### config.mk
export PLATFORM = sky130hd
export DESIGN_NAME = operand_loader
export DESIGN_NICKNAME = d
export VERILOG_FILES = /design/src/rtl/operand_loader.sv
export SDC_FILE = /design/constraint.sdc
export NUM_CORES = 1
export LEC_CHECK = 0
export BUFFER_PORTS_ARGS = -buffer_cell sky130_fd_sc_hd__buf_2
export CAP_MARGIN = 10
export CELL_PAD_IN_SITES_DETAIL_PLACEMENT = 0
export CELL_PAD_IN_SITES_GLOBAL_PLACEMENT = 2
export CORE_ASPECT_RATIO = 2
export CORE_MARGIN = 2
export CORE_UTILIZATION = 29
export DETAILED_ROUTE_END_ITERATION = 10
export GPL_TIMING_DRIVEN = 0
export PLACE_DENSITY_LB_ADDON = 0.05
export SLEW_MARGIN = 10
export SYNTH_ARGS = -nofsm -noshare
export SYNTH_HDL_FRONTEND = slang
export SYNTH_SLANG_ARGS = --single-unit
### constraint.sdc
create_clock -name clk -period 2.17 [get_ports clk]
set_input_delay 0.217 -clock clk [delete_from_list [all_inputs] [get_ports clk]]
set_output_delay 0.217 -clock clk [all_outputs]
set_load 0.02 [all_outputs]
### src/rtl/operand_loader.sv
// Four-operand load sequencer: accepts x, dx, a, u over a valid/ready handshake and strobes each one.
// Optional zero-dx rejection is enabled by defining OPERAND_LOADER_DX_CHECK_EN.
module operand_loader #(
  parameter int WIDTH = 16
) (
  input  logic             clk,
  input  logic             reset_n,
  input  logic             go,
  input  logic             clear,
  input  logic             in_valid,
  input  logic [WIDTH-1:0] in_data,
  output logic             in_ready,
  output logic [WIDTH-1:0] operand_data,
  output logic             s1,
  output logic             s2,
  output logic             s3,
  output logic             s4,
  output logic             ready,
  output logic [2:0]       loaded_cnt,
  output logic             error
);

  typedef enum logic [2:0] {
    IDLE,
    LOAD_X,
    LOAD_DX,
    LOAD_A,
    LOAD_U,
    READY
  } state_t;

  state_t state;
  logic   dx_reject;

  always_comb begin
    in_ready = (state == LOAD_X) || (state == LOAD_DX) ||
               (state == LOAD_A) || (state == LOAD_U);
  end

`ifdef OPERAND_LOADER_DX_CHECK_EN
  logic err_q;

  assign dx_reject = in_valid && !clear && (state == LOAD_DX) && (in_data == '0);

  always_ff @(posedge clk or negedge reset_n) begin
    if (!reset_n) err_q <= 1'b0;
    else          err_q <= dx_reject;
  end

  assign error = err_q;
`else
  assign dx_reject = 1'b0;
  assign error     = 1'b0;
`endif

  always_ff @(posedge clk or negedge reset_n) begin
    if (!reset_n) begin
      state        <= IDLE;
      operand_data <= '0;
      s1           <= 1'b0;
      s2           <= 1'b0;
      s3           <= 1'b0;
      s4           <= 1'b0;
      ready        <= 1'b0;
      loaded_cnt   <= '0;
    end else begin
      s1 <= 1'b0;
      s2 <= 1'b0;
      s3 <= 1'b0;
      s4 <= 1'b0;
      case (state)
        IDLE: begin
          if (go) begin
            state      <= LOAD_X;
            loaded_cnt <= '0;
          end
        end
        LOAD_X, LOAD_DX, LOAD_A, LOAD_U: begin
          // Abort takes priority over a handshake in the same cycle.
          if (clear) begin
            state      <= IDLE;
            loaded_cnt <= '0;
          end else if (in_valid) begin
            operand_data <= in_data;
            if (dx_reject) begin
              state      <= LOAD_X;
              loaded_cnt <= '0;
            end else begin
              loaded_cnt <= loaded_cnt + 3'd1;
              case (state)
                LOAD_X:  begin state <= LOAD_DX; s1 <= 1'b1; end
                LOAD_DX: begin state <= LOAD_A;  s2 <= 1'b1; end
                LOAD_A:  begin state <= LOAD_U;  s3 <= 1'b1; end
                default: begin state <= READY;   s4 <= 1'b1; ready <= 1'b1; end
              endcase
            end
          end
        end
        READY: begin
          if (clear) begin
            state <= IDLE;
            ready <= 1'b0;
          end
        end
        default: begin
          state <= IDLE;
          ready <= 1'b0;
        end
      endcase
    end
  end

endmodule

==> flow_summary.yaml <==
synthesis:
  synth.yosys.seq_area_share_pct: 58.4
  ys_seq_elements: 27
  syn_inst: 89
  ys_warn_count: 0
  synth_edf_count: 0
  yosysTopAreaCell: "dfrtp_1"
  synth.avg_cell_area_sq_um: 13.0
  async_flop_share_pct: 100
  yosys.cell_count.top_type: "dfrtp_1"
  ys_types: 31
  synth_area_leaders: "dfrtp_1 58%, mux2_2 17%, nor3b_1 2.6%, a21oi_1 1.7%, nand3_4 1.5%"
  yosys.area.top_type_share_pct: 58.4
  ys_top_cells_by_count: "27 x dfrtp_1, 17 x mux2_2, 4 x a21oi_1, 4 x nor2_1, 4 x nor3b_1"
  synth-main-ff-cell: "dfrtp_1"
  syn_nets: 111
  netlist_area_sq_um: 1160
run:
  maxCapViolCount: 0
placement:
  hpwl_um: 1840
  gp_congestion: 0.634
  numPortBuffers: 45
worst_setup_path:
  path_cells: "buf_2, nor2_1, o311ai_0, mux2_2"
  crit_slowest_cell: "o311ai_0"
  cp_data_required_time_ns: 2.38
  critPathCaptureType: "flop"
  cp_max_fo: 10
  path_buf_inv: 1
  criticalPathCategory: "reg -> reg"
  slowest_delay_ns: 0.66
  worst_ep_arrival_time_ns: 1.91
  path_delay_family: "compound AO/OA/AOI/OAI gates"
  cp-start-kind: "flop"
grt:
  grt_max_degree: 28
  grt-ovfl-total: 0
  grt_pass1_wl_um: 3960
  grt_use_total_pct: 11.4
  grt_pass1_vias: 826
  antenna_found_initial: 0
route:
  ant_nets: 0
  drc: 0
  wl_per_cell_um: 12.3
  drtIter0Drc: 6
  first_pass_iters: 3
  via_per_inst: 4.36
  num_vias: 829
  routed_wl_um: 2350
final_layout:
  layout-area-overhead-vs-synth_pct: 29.7
  drive_above_1_share_pct: 52.5
  nNetsFinal: 162
  n_fill_cell: 428
  diodes: 0
floorplan:
  start_util_pct: 30.1
  dieArea_sq_um: 4540
  core_area_sq_um: 3840
  rows: 32
  fp.dieH_um: 93.3
  die_w_um: 48.7
  io_pins: 47
clock_network:
  numCtsBuffers: 3
  clkTransAtPathRegs_ns: 0.09
  cts_sinks: 27
  cts_tree: "yes"
  clkLatencyLatePin_ns: 0.26
  clockBufferDepth: 2
  htree_levels: 1
  root_buffer: "clkbuf_8"
pwr:
  power.density_nw_per_um2: 1270
  p_leak_nw: 0.751
  internal_power_w: 0.00118
  total_power_w: 0.00190
  p_switching_w: 0.000723
  combinationalPowerShare_pct: 45.3
  clkPwrFrac_pct: 14.4
  switching_share_pct: 38.0
  ir_worst_vdd_mv: 0.547
  power_frac_seq_pct: 40.3
sta:
  setup_violations: 0
  tns_ns: 0
  rsz0062_at_grt: "no"
  finClkSkew_ns: 0.00155
  max_freq_mhz: 586
  relSlewSlack_pct: 47.9
  worst_pin_slew_ns: 0.772
  period_share_pct: 78.6
  hold_ws_ns: 0.177
  period_needed_ns: 1.71
  hold_viol: 0
  slew_violations: 0
worst_hold_path:
  hold_class: "in -> reg"
outcome:
  status: "finished, final reports clean"
[power by group through the flow]
stage / clock network, W / logic [W] / registers (W)
after detailed placement: 0 / 0.000876 / 0.000780
after CTS: 0.000294 / 0.000878 / 0.000768
after floorplan: 0 / 0.000371 / 0.000996
after global placement: 0 / 0.000872 / 0.000772
final: 0.000275 / 0.000862 / 0.000767
after global routing: 0.000315 / 0.000928 / 0.000794
[placed cells by master, fill, tap and decap left out, types with 2 or more instances in the layout]
cell	synthesis	final
dfrtp_1	27	27
nor3b_1	4	4
nor2_1	4	4
clkbuf_8	0	3
clkbuf_1	1	2
nand2_1	3	3
a21oi_1	4	4
nand3_1	3	3
o21ai_0	2	2
mux2_2	17	17
buf_2	2	47
nor3_1	2	2
[flip-flops by register name (all words and copies together), names as in the netlist]
signal	flops
s3	1
state	3
loaded_cnt	3
operand_data	16
ready	1
s4	1
s1	1
s2	1
[area by class of cell]
type,count,area (sq um),area share [%]
repair buffers,46,235,15.7
flip-flops and latches,27,676,45.0
multi-input cells,55,442,29.4
inverters,2,7.51,0.500
clock buffers,4,45.0,3.00
well taps,51,63.8,4.25
plain buffers,5,32.5,2.17
[layer usage]
layer	track usage [%]	part of all wire, %
met3	1.76	4.2
met4	5.71	1.3
met5	0	0
met2	21.2	56
met1	12.2	38
[final timing paths]
| path | start | slack, ns | cells past startpoint | endpoint |
|---|---|---|---|---|
| setup / recovery | state[1] | 0.46 | 4 | loaded_cnt[0] |
| hold / removal | in_data[1] | 0.18 | 2 | operand_data[1] |
| setup reg to reg | state[1] | 0.46 | 4 | loaded_cnt[0] |
| hold reg to reg | operand_data[5] | 0.51 | 1 | operand_data[5] |
| max in group asynchronous | reset_n | 1.30 | 2 | loaded_cnt[2] |
| min in group asynchronous | reset_n | 0.48 | 2 | operand_data[8] |
[cells by family (layout without fill, tap and decap cells)]
logic type               count (synthesis)  after routing  synth area share (%)
flip-flops                              27             27                  58.4
AND/OR/NAND/NOR                         24             24                  13.2
multiplexers                            17             17                  16.5
AO/OA/AOI/OAI                           11             11                  6.27
buffers and inverters                    7             57                  3.46
adder cells (fa/ha/maj)                  1              1                  1.08
other                                    1              1                 0.324
XOR/XNOR                                 1              1                 0.757
[per-stage QoR]
stage | utilization (%) | cell area, sq um | cells | setup slack (ns)
2_1_floorplan | - | 1160 | 89 | 0.624
3_3_place_gp | 37.6 | 1450 | 185 | 0.494
3_5_place_dp | 37.6 | 1450 | 185 | 0.418
4_1_cts | 39.1 | 1500 | 190 | 0.401
5_1_grt | 39.1 | 1500 | 190 | 0.262
6_report | 39.1 | 1500 | 190 | 0.464
[timing repair]
item / 4_1_cts / 5_1_grt
resized for setup: 0 / 0
hold endpoints to repair: 27 / 0
setup buffers: 0 / 0
endpoints found under the setup margin: 0 / 0
hold buffers: 1 / 0
[worst reg2reg max path: cells and delay by family, from the launching register on]
family	cells	cell delay [ns]
AND/OR/NAND/NOR	1	0.11
buffers and inverters	1	0.23
AO/OA/AOI/OAI	1	0.66
multiplexers	1	0.28
flip-flops	1	0.36
Power figures use the tool's default switching activity.
